--- config.mk ---
export PLATFORM = sky130hd
export DESIGN_NAME = fulladder_sram_programmer
export DESIGN_NICKNAME = d
export VERILOG_FILES = /design/src/rtl/fa_lut_pkg.sv /design/src/rtl/fa_lut_golden.sv /design/src/rtl/fulladder_sram_programmer.sv
export SDC_FILE = /design/constraint.sdc
export NUM_CORES = 1
export LEC_CHECK = 0
export CORE_AREA = 5 5 82 65
export DETAILED_ROUTE_END_ITERATION = 8
export DIE_AREA = 0 0 87 70
export PLACE_DENSITY = 0.76
export SKIP_CTS_REPAIR_TIMING = 1
export SLEW_MARGIN = 20
export SYNTH_ARGS = -nofsm -noshare
export SYNTH_HDL_FRONTEND = slang
export SYNTH_SLANG_ARGS = --single-unit
export TNS_END_PERCENT = 10
--- constraint.sdc ---
create_clock -name clk -period 4.7 [get_ports clk]
set_input_delay 0.94 -clock clk [delete_from_list [all_inputs] [get_ports clk]]
set_output_delay 0.94 -clock clk [all_outputs]
set_load 0.005 [all_outputs]
--- src/rtl/fa_lut_pkg.sv ---
// Shared constants, FSM encoding and the full-adder golden function for the
// LUT SRAM programmer.
package fa_lut_pkg;

  localparam int W      = 2;
  localparam int ADDR_W = 3 * W;
  localparam int DATA_W = W + 1;
  localparam int DEPTH  = 2 ** ADDR_W;

  typedef enum logic [1:0] {
    IDLE  = 2'd0,
    WRITE = 2'd1,
    READ  = 2'd2,
    DONE  = 2'd3
  } state_t;

  // {Cout,S} for address {a,b,c}; the carry-out is whatever lands in bit W,
  // so the sum is simply taken modulo 2**DATA_W.
  function automatic logic [DATA_W-1:0] gold(input logic [ADDR_W-1:0] addr);
    logic [W-1:0]      a;
    logic [W-1:0]      b;
    logic [W-1:0]      c;
    logic [DATA_W-1:0] sum;
    a   = addr[3*W-1:2*W];
    b   = addr[2*W-1:W];
    c   = addr[W-1:0];
    sum = DATA_W'(a) + DATA_W'(b) + DATA_W'(c);
    return sum;
  endfunction

endpackage

--- src/rtl/fa_lut_golden.sv ---
// Combinational address -> {Cout,S} generator. One instance is shared between
// the write-data path and the read-back compare path.
module fa_lut_golden
  import fa_lut_pkg::*;
(
  input  logic [ADDR_W-1:0] addr,
  output logic [DATA_W-1:0] data
);

  assign data = gold(addr);

endmodule

--- src/rtl/fulladder_sram_programmer.sv ---
// Fills the full-adder LUT SRAM with its truth table, reads every entry back
// through the synchronous read port and reports mismatches.
module fulladder_sram_programmer
  import fa_lut_pkg::*;
(
  input  logic              clk,
  input  logic              rst_n,
  input  logic              start,
  output logic              busy,
  output logic              done,
  output logic              pass,
  output logic [ADDR_W:0]   err_cnt,
  output logic [ADDR_W-1:0] err_addr,
  output logic              sram_we,
  output logic              sram_re,
  output logic [ADDR_W-1:0] sram_addr,
  output logic [DATA_W-1:0] sram_wdata,
  input  logic [DATA_W-1:0] sram_rdata
);

  state_t              state;
  logic [ADDR_W:0]     cnt;
  logic [ADDR_W-1:0]   cnt_lo;
  logic [ADDR_W-1:0]   cnt_inc;
  logic                last_entry;
  logic                drain;

  logic                vld_p1;
  logic [ADDR_W-1:0]   addr_p1;

  logic [ADDR_W-1:0]   gen_addr;
  logic [DATA_W-1:0]   gen_data;
  logic                mismatch;
  logic [ADDR_W:0]     err_cnt_nxt;

  // cnt is one bit wider than the address so DEPTH-1 -> DEPTH is distinct
  assign cnt_lo     = cnt[ADDR_W-1:0];
  assign cnt_inc    = cnt_lo + ADDR_W'(1);
  assign last_entry = (cnt == (ADDR_W+1)'(DEPTH - 1));
  assign drain      = (cnt == (ADDR_W+1)'(DEPTH));

  // The generator serves the compare stage while a read result is pending,
  // otherwise it precomputes the next word to write (entry 0 from IDLE).
  always_comb begin
    gen_addr = '0;
    if (vld_p1) begin
      gen_addr = addr_p1;
    end else if (state == WRITE) begin
      gen_addr = cnt_inc;
    end
  end

  fa_lut_golden u_golden (
    .addr (gen_addr),
    .data (gen_data)
  );

  // Compare the returned word and build the saturating error count
  always_comb begin
    mismatch    = vld_p1 && (sram_rdata != gen_data);
    err_cnt_nxt = err_cnt;
    if (mismatch && (err_cnt != '1)) begin
      err_cnt_nxt = err_cnt + (ADDR_W+1)'(1);
    end
  end

  // --- stage p1: read data returns; valid follows the read strobe ---
  always_ff @(posedge clk or negedge rst_n) begin
    if (!rst_n) begin
      vld_p1 <= 1'b0;
    end else begin
      vld_p1 <= sram_re;
    end
  end

  // Address tag travels with the read so the compare knows which entry returned
  always_ff @(posedge clk) begin
    if (sram_re) begin
      addr_p1 <= sram_addr;
    end
  end

  // Main sequencer: write sweep, read sweep plus drain, then a one-cycle done
  always_ff @(posedge clk or negedge rst_n) begin
    if (!rst_n) begin
      state      <= IDLE;
      cnt        <= '0;
      busy       <= 1'b0;
      done       <= 1'b0;
      pass       <= 1'b0;
      err_cnt    <= '0;
      err_addr   <= '0;
      sram_we    <= 1'b0;
      sram_re    <= 1'b0;
      sram_addr  <= '0;
      sram_wdata <= '0;
    end else begin
      done <= 1'b0;
      case (state)
        IDLE: begin
          if (start) begin
            state      <= WRITE;
            busy       <= 1'b1;
            cnt        <= '0;
            err_cnt    <= '0;
            err_addr   <= '0;
            pass       <= 1'b0;
            sram_we    <= 1'b1;
            sram_addr  <= '0;
            sram_wdata <= gen_data;
          end
        end

        WRITE: begin
          if (last_entry) begin
            state      <= READ;
            cnt        <= '0;
            sram_we    <= 1'b0;
            sram_wdata <= '0;
            sram_re    <= 1'b1;
            sram_addr  <= '0;
          end else begin
            cnt        <= cnt + (ADDR_W+1)'(1);
            sram_addr  <= cnt_inc;
            sram_wdata <= gen_data;
          end
        end

        READ: begin
          err_cnt <= err_cnt_nxt;
          if (mismatch && (err_cnt == '0)) begin
            err_addr <= addr_p1;
          end
          if (drain) begin
            // last compare lands on this edge, so pass uses the updated count
            state <= DONE;
            cnt   <= '0;
            busy  <= 1'b0;
            done  <= 1'b1;
            pass  <= (err_cnt_nxt == '0);
          end else if (last_entry) begin
            cnt       <= cnt + (ADDR_W+1)'(1);
            sram_re   <= 1'b0;
            sram_addr <= '0;
          end else begin
            cnt       <= cnt + (ADDR_W+1)'(1);
            sram_addr <= cnt_inc;
          end
        end

        DONE: begin
          state <= IDLE;
        end

        default: begin
          state <= IDLE;
        end
      endcase
    end
  end

endmodule

== After elaboration in Yosys (flattened, before gate mapping) ==
Index checks and enable logic that the tools add are counted.

* Bits in registers: 43
* Bits of input ports: 6
* Logic and storage cells: 84

* Add/sub/neg operators: 5
* Eq/ne operators: 13
* Muxes and demuxes: 34
* Reduce and logical (&&, ||, !) cells: 19

{| class="wikitable"
|+ Operators with widths
! cell !! count
|-
| 2-to-1 mux 6 bit || 6
|-
| 2-to-1 mux 7 bit || 4
|-
| case mux 7 bit (3 select lines) || 1
|-
| case mux 6 bit (3 select lines) || 1
|-
| AND reduction 3 bit || 5
|-
| adder 7 x 1 -> 7 bit (second input constant) || 2
|-
| zero test 7 bit || 2
|-
| case mux 7 bit (2 select lines) || 1
|-
| != test 2 bit (second input constant) || 6
|-
| case mux 6 bit (2 select lines) || 1
|-
| 2-to-1 mux 1 bit || 9
|-
| case mux 1 bit (2 select lines) || 4
|-
| case mux 2 bit (4 select lines) || 1
|-
| == test 7 x 6 -> 1 bit (second input constant) || 1
|-
| == test 7 bit (second input constant) || 1
|-
| != test 7 bit (second input constant) || 1
|-
| adder 6 x 1 -> 6 bit (second input constant) || 1
|-
| 2-to-1 mux 2 bit || 3
|-
| 2-to-1 mux 3 bit || 2
|-
| case mux 3 bit (2 select lines) || 1
|-
| AND reduction 2 bit || 3
|-
| nonzero test 2 bit || 3
|-
| == test 2 bit (second input constant) || 2
|-
| AND reduction 4 bit || 1
|-
| 7 further kinds || 9
|}

== Longest topological paths before layout ==
Gate-level depths: netlist of the first run.

* Word-level depth: 12
* Gate-level depth with buffers: 14
* Depth with buffers taken out: 13

== Modules after synthesis ==
Synthesis of the first run repeated with hierarchy kept, for this count alone.

* Cell total of the unflattened synthesis: 228
* Area, all modules: 2290.9 sq um

{| class="wikitable"
|+ By module, submodules not included
! module !! instances !! cells an instance !! area an instance (sq um) !! sequential area each (sq um)
|-
| fulladder_sram_programmer || 1 || 219 || 2210.9 || 1106.1
|-
| fa_lut_golden || 1 || 9 || 80.1 || 0.0
|}

== Worst setup path before layout of the first run ==
No wires, ideal clock.

* Path kind: reg-to-reg
* Start: register state[1]
* End: register err_addr[0]
* Setup time: 121 ps
* Arrival time: 3120 ps
* Data required time: 4579 ps
* Slack: 1459 ps
* Cell stages (with the launch flop): 13
* Buffers on the path: 1
* Clock period less this slack: 3241 ps
* Path through: dfrtp_1 inv_1 ha_1 clkbuf_1 nand2_1 o21ai_0 fa_1 ha_1 xnor3_2 a31oi_4 nand4_2 a21o_1 a22o_1

* Word-level cells in the longest chain between the ends: 10

{| class="wikitable"
|+ Ends and longest elaborated chain
! element !! RTL line !! source
|-
| start: declaration || fulladder_sram_programmer.sv:21 || <nowiki>state_t state;</nowiki>
|-
| start signal: assignment || fulladder_sram_programmer.sv:86 || <nowiki>state <= IDLE;</nowiki>
|-
| start signal: assignment || fulladder_sram_programmer.sv:102 || <nowiki>state <= WRITE;</nowiki>
|-
| start signal: assignment || fulladder_sram_programmer.sv:116 || <nowiki>state <= READ;</nowiki>
|-
| == test 2 x 1 -> 1 bit || fulladder_sram_programmer.sv:48 || <nowiki>end else if (state == WRITE) begin</nowiki>
|-
| 2-to-1 mux 6 bit || fulladder_sram_programmer.sv:48 ||
|-
| 2-to-1 mux 6 bit || fulladder_sram_programmer.sv:46 || <nowiki>if (vld_p1) begin</nowiki>
|-
| adder 2 x 2 -> 3 bit || fa_lut_pkg.sv:27 || <nowiki>sum = DATA_W'(a) + DATA_W'(b) + DATA_W'(c);</nowiki>
|-
| adder 3 x 2 -> 3 bit || fa_lut_pkg.sv:27 ||
|-
| != test 3 bit || fulladder_sram_programmer.sv:60 || <nowiki>mismatch = vld_p1 && (sram_rdata != gen_data);</nowiki>
|-
| logical AND 1 bit || fulladder_sram_programmer.sv:60 ||
|-
| logical AND 1 bit || fulladder_sram_programmer.sv:131 || <nowiki>if (mismatch && (err_cnt == '0)) begin</nowiki>
|-
| != test 2 bit (no source line) || - ||
|-
| AND reduction 3 bit (no source line) || - ||
|-
| end signal: assignment || fulladder_sram_programmer.sv:132 || <nowiki>err_addr <= addr_p1;</nowiki>
|-
| end: declaration || fulladder_sram_programmer.sv:13 || <nowiki>output logic [ADDR_W-1:0] err_addr,</nowiki>
|}

Parallel ways exist; a longest one is shown, timed or not.
A chain may end at the register's enable or synchronous reset.

== Final worst setup path of the first run ==
* Start: register state[1]
* End: register err_addr[3]

Same word-level chain as after synthesis.

==> results of run 1 <==
metal layers:
| metal | vias up | wire length [µm] |
|---|---|---|
| met3 | 2 | 300 |
| met2 | 38 | 2160 |
| met1 | 878 | 2450 |
| li1 | 875 | - |
| met4 | 0 | 19 |
| met5 | - | 0 |
path summary, 6_finish.rpt:
kind,slack (ns),endpoint,start,cells past startpoint
max in group asynchronous,3.41,sram_addr[0],rst_n,1
min in group asynchronous,0.75,done,rst_n,1
min,0.48,addr_p1[2],sram_addr[2],0
max reg2reg,1.29,err_addr[3],state[1],11
min reg2reg,0.48,addr_p1[2],sram_addr[2],0
max,1.29,err_addr[3],state[1],11
worst register-to-register path, delay by kind of cell (launching register included):
family	cells	cell delay, ns
AOI/OAI and AO/OA	4	1.08
DFF	1	0.40
adders and majority gates	3	1.00
xor gates and xnor gates	1	0.40
and+or+nand+nor	2	0.31
buffers and inverters	1	0.10
cell families (layout without fill, tap and decap cells):
family | after synthesis | count (layout) | synth area share
XOR/XNOR | 7 | 7 | 0.0330
buffers and inverters | 23 | 55 | 0.0498
AND/OR/NAND/NOR | 76 | 76 | 0.160
multiplexers | 6 | 6 | 0.0292
adder cells (fa/ha/maj) | 11 | 11 | 0.0660
flip-flops | 43 | 43 | 0.478
AO/OA/AOI/OAI | 62 | 62 | 0.183
flip-flops by register name, summed over array words and instances, names as in the netlist:
signal	cells
cnt	7
err_cnt	7
addr_p1	6
err_addr	6
sram_addr	6
sram_wdata	3
state	2
busy	1
done	1
pass	1
sram_re	1
sram_we	1
vld_p1	1
synth_stat cells, types with 2 or more instances:
| cell type | count |
|---|---|
| sky130_fd_sc_hd__a211oi_1 | 2 |
| sky130_fd_sc_hd__a21oi_1 | 8 |
| sky130_fd_sc_hd__a22o_1 | 12 |
| sky130_fd_sc_hd__a31oi_1 | 2 |
| sky130_fd_sc_hd__and3_1 | 3 |
| sky130_fd_sc_hd__buf_6 | 2 |
| sky130_fd_sc_hd__clkbuf_1 | 4 |
| sky130_fd_sc_hd__dfrtp_1 | 37 |
| sky130_fd_sc_hd__edfxtp_1 | 6 |
| sky130_fd_sc_hd__fa_1 | 2 |
| sky130_fd_sc_hd__ha_1 | 9 |
| sky130_fd_sc_hd__inv_1 | 15 |
| sky130_fd_sc_hd__mux2i_1 | 3 |
| sky130_fd_sc_hd__nand2_1 | 28 |
| sky130_fd_sc_hd__nand2b_1 | 2 |
| sky130_fd_sc_hd__nand3_1 | 9 |
| sky130_fd_sc_hd__nand3b_1 | 2 |
| sky130_fd_sc_hd__nand4_1 | 5 |
| sky130_fd_sc_hd__nor2_1 | 17 |
| sky130_fd_sc_hd__nor2b_1 | 3 |
| sky130_fd_sc_hd__nor3_1 | 2 |
| sky130_fd_sc_hd__o21ai_0 | 21 |
| sky130_fd_sc_hd__o22ai_1 | 3 |
| sky130_fd_sc_hd__xnor2_1 | 3 |
| sky130_fd_sc_hd__xor2_1 | 3 |
power groups by stage:
stage	combinational, W	clock [W]	sequential (W)
floorplan	0.00000245	0	0.000384
global placement	0.0000137	0	0.000383
detailed placement	0.0000138	0	0.000383
CTS	0.0000139	0.000236	0.000376
global route	0.0000156	0.000250	0.000376
finish	0.0000136	0.000228	0.000376
layout by cell type, fill, tap and decap left out, drive strengths merged, types with 5 or more instances in the layout:
cell | synthesis | layout
o21ai | 22 | 22
a22o | 12 | 12
nand2 | 28 | 28
clkdlybuf4s50 | 0 | 31
a21oi | 8 | 8
clkbuf | 5 | 5
dfrtp | 37 | 37
nand3 | 10 | 10
edfxtp | 6 | 6
nand4 | 6 | 6
nor2 | 17 | 17
ha | 9 | 9
inv | 15 | 15
area by class of cell:
cell class,instances,area share
repair buffers,32,0.116
multi-input cells,162,0.401
flip-flops and latches,43,0.406
clock inverters,3,0.00551
clock buffers,5,0.0253
well taps,57,0.0262
inverters,15,0.0207
stage by stage:
stage	worst slack, ns	total power [W]
4_1_cts	1.30	0.000626
3_3_place_gp	1.41	0.000397
6_report	1.29	0.000617
3_5_place_dp	1.33	0.000397
2_1_floorplan	1.46	0.000386
5_1_grt	1.08	0.000642
==> impl_results.md, run 1 <==
- Result of the run: finished, final reports clean
- Overall die width: 87 µm
- Post-synthesis cell area: 2310 µm²
- Asr flop ratio synth: 0.860
- Maximum ir drop on the vdd rail: 0.161 mV
- Arrival time at the worst endpoint: 3.59 ns
- Total I/O pin count: 33
- Top post-synthesis cells by area: sky130_fd_sc_hd__dfrtp_1 (40%), sky130_fd_sc_hd__edfxtp_1 (7.8%), sky130_fd_sc_hd__ha_1 (4.9%), sky130_fd_sc_hd__nand2_1 (4.5%), sky130_fd_sc_hd__o21ai_0 (4.5%)
- Count of non-filler cells in the finished layout: 317
- Transition time at the pin with the least slew margin: 0.856 ns
- Setup Skew: 0.00741 ns
- Final WL: 4930 µm
- Post-Syn Instances: 228
- Final setup viols: 0
- Post-synth net total: 245
- Number of enable-type register cells in the synthesized netlist: 6
- Most used flip-flop cell after synthesis: sky130_fd_sc_hd__dfrtp_1
- Via total after detailed routing: 1793
- Average cell area after synthesis: 10.1 µm²
- Placeable Area: 4390 µm²
- Met3 usage in global routing: 0.0470
- Flop pwr share: 0.609
- Final period util: 0.725
- Met1 demand-to-capacity share in global routing: 0.268
- Fill count: 361
- Number of hold-slack violations in the final timing report: 0
- Max incr delay on CP: 0.46 ns
- Switch Pwr: 0.000135 W
- Flip-flop and latch count after synthesis: 43
- Cell mode on critical path: sky130_fd_sc_hd__ha_1
- Chain of cells forming the critical path: inv_1 -> ha_1 -> nand2_1 -> o21ai_0 -> fa_1 -> ha_1 -> xnor3_2 -> a31oi_4 -> nand4_2 -> a21o_1 -> a22o_1
- Multi-input gate area: 1090 µm²
- Sinks on the clock net: 43
- Type of destination of the critical path: flop
- Depth of the CTS H-tree: 2
- Netlist cell types: 50
- First-iteration detailed-routing DRC count: 104
- Total non-filler cell area in the finished layout: 2720 µm²
- Dpl hpwl: 3640 µm
- Unrepaired setup endpoints after global routing: false
- Number of max-capacitance violations reported: 0
- Antenna-violating nets left: 0
- Initial core utilization: 0.527
- CTS tree: built
- Max Slew Vio Count: 0
- Layout cell share with drive strength beyond 1: 0.0654
- Register cell area after layout: 1110 µm²
- Comb pwr share: 0.022
- Cell total after placement: 309
- Worst rel slew slack: 0.429
- Total clock buffers created by CTS: 5
- Utilization of the core after routing: 0.621
- RD Place Congestion: 0.884
- Number of antenna violations at the first check in global routing: 0
- Internal Pwr Total: 0.000482 W
- Vias per Instance: 5.66
- Latest clock arrival within the worst-skew pair: 0.30 ns
- Number of rows in the core area: 21
- Largest net degree at the start of global routing: 38
- Dominant cell type by area after synthesis: sky130_fd_sc_hd__dfrtp_1
- Count of nets after finishing: 276
- Worst hold slack after final layout: 0.483 ns
- Vias in the first global route: 1635
- Synthesis-to-layout area growth: 17.8%
- Inserted Diodes: 0
- CP delay by family, top: compound AO/OA/AOI/OAI gates
- Worst endpoint required time: 4.89 ns
- Layer carrying the most global-route usage: met1
- Clock network fraction of total power: 0.369
- Global-route wire length before repair: 8290 µm
- Average detailed-routed wire length per instance: 15.5 µm
- Total placed instance area: 2640 µm²
- DRC Markers: 0
- Number of port buffers: 32
- Buffer cell driving the clock tree root: sky130_fd_sc_hd__clkbuf_8
- Crit-path slowest cell: sky130_fd_sc_hd__fa_1
- CTS max path bufs: 2
- Crit path buf inv count: 1
- Power per unit of standard cell area: 227 nW/µm²
- Largest fanout on the critical path: 9
- Fmax achieved: 293 MHz
- Leakage component of the power: 1.18 nW
- Total global routing overflow: 0
- Syn. warnings: 0
- Fin Setup TNS: 0 ns
- Clock-pin slew of the registers on the worst-case setup and hold paths: 0.08 ns
- Overall die area: 6090 µm²
- Y dimension of the die: 70 µm
- WS Path Type: reg -> reg
- Switching part of the total: 0.218
- Overall track demand over capacity in global routing: 0.174
- Grt met2 use: 0.238
- Detailed Routing Iterations Pass 1: 4
- Post-route minimum period: 3.41 ns
- Sort of element at the start of the critical path: flop
- Synth top area share: 0.400
- Tightest Hold Check Type: reg -> reg
- Sequential element share of the synthesized area: 0.478
Note: power is estimated with default switching activity, not from simulation.
==> run 2, diff against run 1 <==
Clock period 4.7 ns to 3.2 ns, I/O delays scaled along.
==> impl_results.md, run 2 (synthesized netlist as in run 1, its figures left out) <==
- Result of the run: finished, final reports clean
- Total global routing overflow: 0
- Fin Setup TNS: 0 ns
- Latest clock arrival within the worst-skew pair: 0.30 ns
- Worst hold slack after final layout: 0.428 ns
- Power per unit of standard cell area: 319 nW/µm²
- Leading cell type in the layout, fill and taps excluded: sky130_fd_sc_hd__dfrtp_1
- Final setup viols: 0
- First-iteration detailed-routing DRC count: 144
- Clock-pin slew of the registers on the worst-case setup and hold paths: 0.09 ns
- WS Path Type: reg -> reg
- Number of rows in the core area: 21
- Depth of the CTS H-tree: 2
- Inserted Diodes: 0
- Dpl hpwl: 3940 µm
- Total clock buffers created by CTS: 5
- Number of max-capacitance violations reported: 0
- Total I/O pin count: 33
- Max Slew Vio Count: 0
- Arrival time at the worst endpoint: 3.28 ns
- Synthesis-to-layout area growth: 27.6%
- Antenna-violating nets left: 0
- Number of antenna violations at the first check in global routing: 0
- Type of destination of the critical path: flop
- Fmax achieved: 325 MHz
- Overall die width: 87 µm
- Regs by FF count: cnt x7, err_cnt x7
- Sort of element at the start of the critical path: flop
- Worst rel slew slack: 0.449
- RD Place Congestion: 0.884
- Detailed Routing Iterations Pass 1: 5
- Global-route wire length before repair: 9040 µm
- Tightest Hold Check Type: in -> async
- Setup Skew: 0.00691 ns
- Largest net degree at the start of global routing: 38
- DRC Markers: 0
- Sinks on the clock net: 43
- Maximum ir drop on the vdd rail: 0.230 mV
- Leakage component of the power: 1.26 nW
- CTS max path bufs: 2
- Initial core utilization: 0.527
- Average detailed-routed wire length per instance: 16.6 µm
- Final WL: 5470 µm
- Largest fanout on the critical path: 6
- Number of hold-slack violations in the final timing report: 0
- Overall track demand over capacity in global routing: 0.187
- Buffer cell driving the clock tree root: sky130_fd_sc_hd__clkbuf_8
- Vias per Instance: 5.80
- Y dimension of the die: 70 µm
- Vias in the first global route: 1790
- Count of nets after finishing: 289
- Via total after detailed routing: 1914
- Utilization of the core after routing: 0.672
- Commonest cells after routing, fill and taps aside: sky130_fd_sc_hd__dfrtp_1 (36), sky130_fd_sc_hd__clkdlybuf4s50_1 (31), sky130_fd_sc_hd__nand2_1 (27)
- Post-route minimum period: 3.07 ns
- Overall Power: 0.000941 W
- Number of port buffers: 32
- Worst endpoint required time: 3.40 ns
- CTS tree: built
- Transition time at the pin with the least slew margin: 0.826 ns
- Placeable Area: 4390 µm²
- Overall die area: 6090 µm²
- Final period util: 0.961
- Layout cell share with drive strength beyond 1: 0.179
run 2: cell types whose count changed in the layout (fill, tap and decap cells not counted), moves of 2 or more:
cell	change
sky130_fd_sc_hd__xnor2_1	-2
sky130_fd_sc_hd__nor2b_2	+2
sky130_fd_sc_hd__clkinv_2	-3
sky130_fd_sc_hd__nor2_2	+3
sky130_fd_sc_hd__clkinvlp_4	+2
sky130_fd_sc_hd__nor2b_1	-2
sky130_fd_sc_hd__o21ai_2	+2
sky130_fd_sc_hd__ha_4	+2
sky130_fd_sc_hd__o21ai_0	-3
sky130_fd_sc_hd__ha_1	-3
sky130_fd_sc_hd__buf_4	+12
sky130_fd_sc_hd__nor2_1	-3
run 2: final timing paths:
| path | start | end | slack [ns] | depth (start not counted) |
|---|---|---|---|---|
| worst max register to register | cnt[1] | err_cnt[3] | 0.13 | 11 |
| worst min register to register | sram_addr[1] | addr_p1[1] | 0.49 | 0 |
| min in group clk | sram_addr[1] | addr_p1[1] | 0.49 | 0 |
| worst min-delay path | rst_n | state[0] | 0.43 | 1 |
| max in group asynchronous | rst_n | cnt[0] | 2.20 | 1 |
| worst max-delay path | cnt[1] | err_cnt[3] | 0.13 | 11 |
run 2: layout make-up:
class                   instances  area (µm²)
inverters                      15        56.3
clock inverters                 3        23.8
multi-input cells             162        1210
fillers                       334        1440
clock buffers                   5        68.8
flip-flops and latches         43        1110
well taps                      57        71.3
repair buffers                 45         417
run 2: where the power goes:
group | switching [W] | internal [W] | leakage (nW)
registers | 0 | 0.000552 | 0.521
logic | 0.0000135 | 0.00000815 | 0.698
clock network | 0.000211 | 0.000156 | 0.0408
run 2: metal layers:
layer  GRT usage  wire, µm  up-vias
met4      0.0415        44        0
met1       0.286      2700      950
met5           0         0        -
met3      0.0364       288        8
li1            -         -      910
met2       0.272      2440       46
run 2: worst max-delay path: stages, from the launching register on:
cell and delay, ns:
sky130_fd_sc_hd__dfrtp_1 0.45, sky130_fd_sc_hd__inv_1 0.08, sky130_fd_sc_hd__ha_1 0.31, sky130_fd_sc_hd__nand2_1 0.10, sky130_fd_sc_hd__o21ai_2 0.07, sky130_fd_sc_hd__fa_1 0.59, sky130_fd_sc_hd__ha_4 0.15, sky130_fd_sc_hd__xnor3_2 0.26
sky130_fd_sc_hd__a31oi_4 0.32, sky130_fd_sc_hd__nand3_4 0.15, sky130_fd_sc_hd__mux2_4 0.32, sky130_fd_sc_hd__a22o_1 0.17
run 2: per-stage QoR:
step                      instances  setup WS [ns]  cell area [µm²]
after detailed placement        321        -0.0515             2730
after global placement          321         0.0566             2730
final                           330          0.126             2950
after floorplan                 228         0.0131             2310
after global routing            330        -0.0153             2950
after CTS                       329        -0.0516             2820
==> run 3, diff against run 2 <==
Settings changed: CTS_CLUSTER_SIZE from default to 40, PLACE_DENSITY 0.76 to 0.75, SYNTH_HIERARCHICAL from default to 1.
==> impl_results.md, run 3 <==
- Global-route wire length before repair: 8550 µm
- Number of rows in the core area: 21
- Sequential element share of the synthesized area: 0.483
- Maximum ir drop on the vdd rail: 0.501 mV
- Placeable Area: 4390 µm²
- Number of hold-slack violations in the final timing report: 0
- Total global routing overflow: 0
- Dominant cell type by area after synthesis: sky130_fd_sc_hd__dfrtp_1
- Synthesis-to-layout area growth: 27.0%
- Number of enable-type register cells in the synthesized netlist: 6
- Asr flop ratio synth: 0.860
- Dpl hpwl: 3970 µm
- Post-synth net total: 245
- Layout cell share with drive strength beyond 1: 0.168
- Overall die width: 87 µm
- Overall track demand over capacity in global routing: 0.182
- Commonest cells post-synth: sky130_fd_sc_hd__dfrtp_1 (37), sky130_fd_sc_hd__nand2_1 (30), sky130_fd_sc_hd__o21ai_0 (30), sky130_fd_sc_hd__inv_1 (15), sky130_fd_sc_hd__a22o_1 (10)
- CTS tree: built
- Total clock buffers created by CTS: 5
- Largest fanout on the critical path: 6
- DR WL met2: 2490 µm
- Total I/O pin count: 33
- Dominant cell by count in the synthesized netlist: sky130_fd_sc_hd__dfrtp_1
- Inserted Diodes: 0
- Count of nets after finishing: 290
- Fmax achieved: 316 MHz
- Worst rel slew slack: 0.444
- Syn. warnings: 6
- Pre-CTS worst setup slack: -0.0930 ns
- Buffer cell driving the clock tree root: sky130_fd_sc_hd__clkbuf_8
- Largest net degree at the start of global routing: 38
- Via total after detailed routing: 1900
- CTS max path bufs: 2
- Leading cell type in the layout, fill and taps excluded: sky130_fd_sc_hd__dfrtp_1
- Unrepaired setup endpoints after global routing: true
- Final period util: 0.989
- Wire length the detailed router placed on met1: 2730 µm
- Leakage component of the power: 1.26 nW
- Detailed Routing Iterations Pass 1: 4
- Transition time at the pin with the least slew margin: 0.834 ns
- Depth of the CTS H-tree: 2
- DRC Markers: 0
- Setup Skew: 0.0103 ns
- Regs by FF count: cnt x7, err_cnt x7
- Number of port buffers: 32
- Overall Power: 0.00193 W
- Met3 wire length: 345 µm
- Most used flip-flop cell after synthesis: sky130_fd_sc_hd__dfrtp_1
- WS Path Type: reg -> reg
- Overall die area: 6090 µm²
- First-iteration detailed-routing DRC count: 165
- Flip-flop and latch count after synthesis: 43
- Vias in the first global route: 1669
- Sort of element at the start of the critical path: flop
- Number of max-capacitance violations reported: 0
- RD Place Congestion: 0.924
- Vias per Instance: 5.74
- Number of antenna violations at the first check in global routing: 0
- Commonest cells after routing, fill and taps aside: sky130_fd_sc_hd__dfrtp_1 (35), sky130_fd_sc_hd__clkdlybuf4s50_1 (31), sky130_fd_sc_hd__nand2_1 (30)
- Top post-synthesis cells by area: sky130_fd_sc_hd__dfrtp_1 (40%), sky130_fd_sc_hd__edfxtp_1 (7.9%), sky130_fd_sc_hd__o21ai_0 (6.6%), sky130_fd_sc_hd__ha_1 (4.9%), sky130_fd_sc_hd__nand2_1 (4.9%)
- Average cell area after synthesis: 10.0 µm²
- Synth top area share: 0.404
- Type of destination of the critical path: flop
- Antenna-violating nets left: 0
- Final setup viols: 0
- Arrival time at the worst endpoint: 3.37 ns
- Uppermost layer routed: met4
- Post-synthesis cell area: 2290 µm²
- Netlist cell types: 45
- Fin Setup TNS: 0 ns
- Sinks on the clock net: 43
- Final WL: 5600 µm
- Average detailed-routed wire length per instance: 16.9 µm
- Post-Syn Instances: 228
- Result of the run: finished, final reports clean
- Power per unit of standard cell area: 662 nW/µm²
- Latest clock arrival within the worst-skew pair: 0.31 ns
- Worst endpoint required time: 3.40 ns
- Post-route minimum period: 3.17 ns
- Y dimension of the die: 70 µm
- Setup WS post-layout: 0.0350 ns
- Max Slew Vio Count: 0
- Clock-pin slew of the registers on the worst-case setup and hold paths: 0.09 ns
- Initial core utilization: 0.522
- Tightest Hold Check Type: in -> async
run 3: metrics by stage:
stage               std cells  hold slack (ns)   util  instance area [µm²]
global placement          320            0.479  0.615                 2700
floorplan                 228            0.344      -                 2290
global route              331            0.500  0.663                 2910
CTS                       328            0.445  0.636                 2790
finish                    331            0.427  0.663                 2910
detailed placement        320            0.477  0.615                 2700
run 3: cell type report:
cell class / count / area, µm²
fill: 345 / 1480
timing repair buffer: 45 / 413
sequential: 43 / 1110
multi-input combinational: 163 / 1170
tap: 57 / 71.3
clock buffer: 5 / 68.8
clock inverter: 3 / 23.8
inverter: 15 / 56.3
run 3: worst paths after layout:
| check | startpoint | to | slack, ns | depth (start not counted) |
|---|---|---|---|---|
| max | cnt[0] | err_addr[2] | 0.03 | 12 |
| min | rst_n | state[1] | 0.43 | 1 |
| max reg2reg | cnt[0] | err_addr[2] | 0.03 | 12 |
| min reg2reg | sram_addr[0] | addr_p1[0] | 0.49 | 0 |
| max in group asynchronous | rst_n | cnt[0] | 2.18 | 1 |
| min in group clk | sram_addr[0] | addr_p1[0] | 0.49 | 0 |
run 3: critical path, stage by stage, from the launching register on:
cell and delay [ns]:
sky130_fd_sc_hd__dfrtp_2 0.44, sky130_fd_sc_hd__and3_4 0.21, sky130_fd_sc_hd__nand3_4 0.10, sky130_fd_sc_hd__xor2_4 0.23, sky130_fd_sc_hd__o21ai_2 0.09, sky130_fd_sc_hd__fa_1 0.51
sky130_fd_sc_hd__ha_2 0.19, sky130_fd_sc_hd__xor2_2 0.24, sky130_fd_sc_hd__xor2_2 0.21, sky130_fd_sc_hd__o31a_1 0.18, sky130_fd_sc_hd__nand4_1 0.14, sky130_fd_sc_hd__a21o_1 0.28
sky130_fd_sc_hd__a22o_1 0.25
run 3: cell families after synthesis:
kind of cell             count (synthesis)  synth area share
flip-flops                              43             0.483
XOR/XNOR                                 8            0.0306
multiplexers                             6            0.0262
AND/OR/NAND/NOR                         73             0.163
AO/OA/AOI/OAI                           65             0.182
buffers and inverters                   22            0.0486
adder cells (fa/ha/maj)                 11            0.0666
run 3: report_power, final:
group / total, W / leakage (nW) / switching, W / internal, W
clock: 0.000358 / 0.0408 / 0.000202 / 0.000156
combinational: 0.000850 / 0.665 / 0.000517 / 0.000333
sequential: 0.000718 / 0.556 / 0.0000838 / 0.000635
run 3: metal layers:
| layer | GRT usage | up-vias |
|---|---|---|
| met5 | 0 | - |
| met4 | 0.0415 | 0 |
| met3 | 0.0564 | 4 |
| met2 | 0.241 | 55 |
| met1 | 0.287 | 936 |
| li1 | - | 905 |
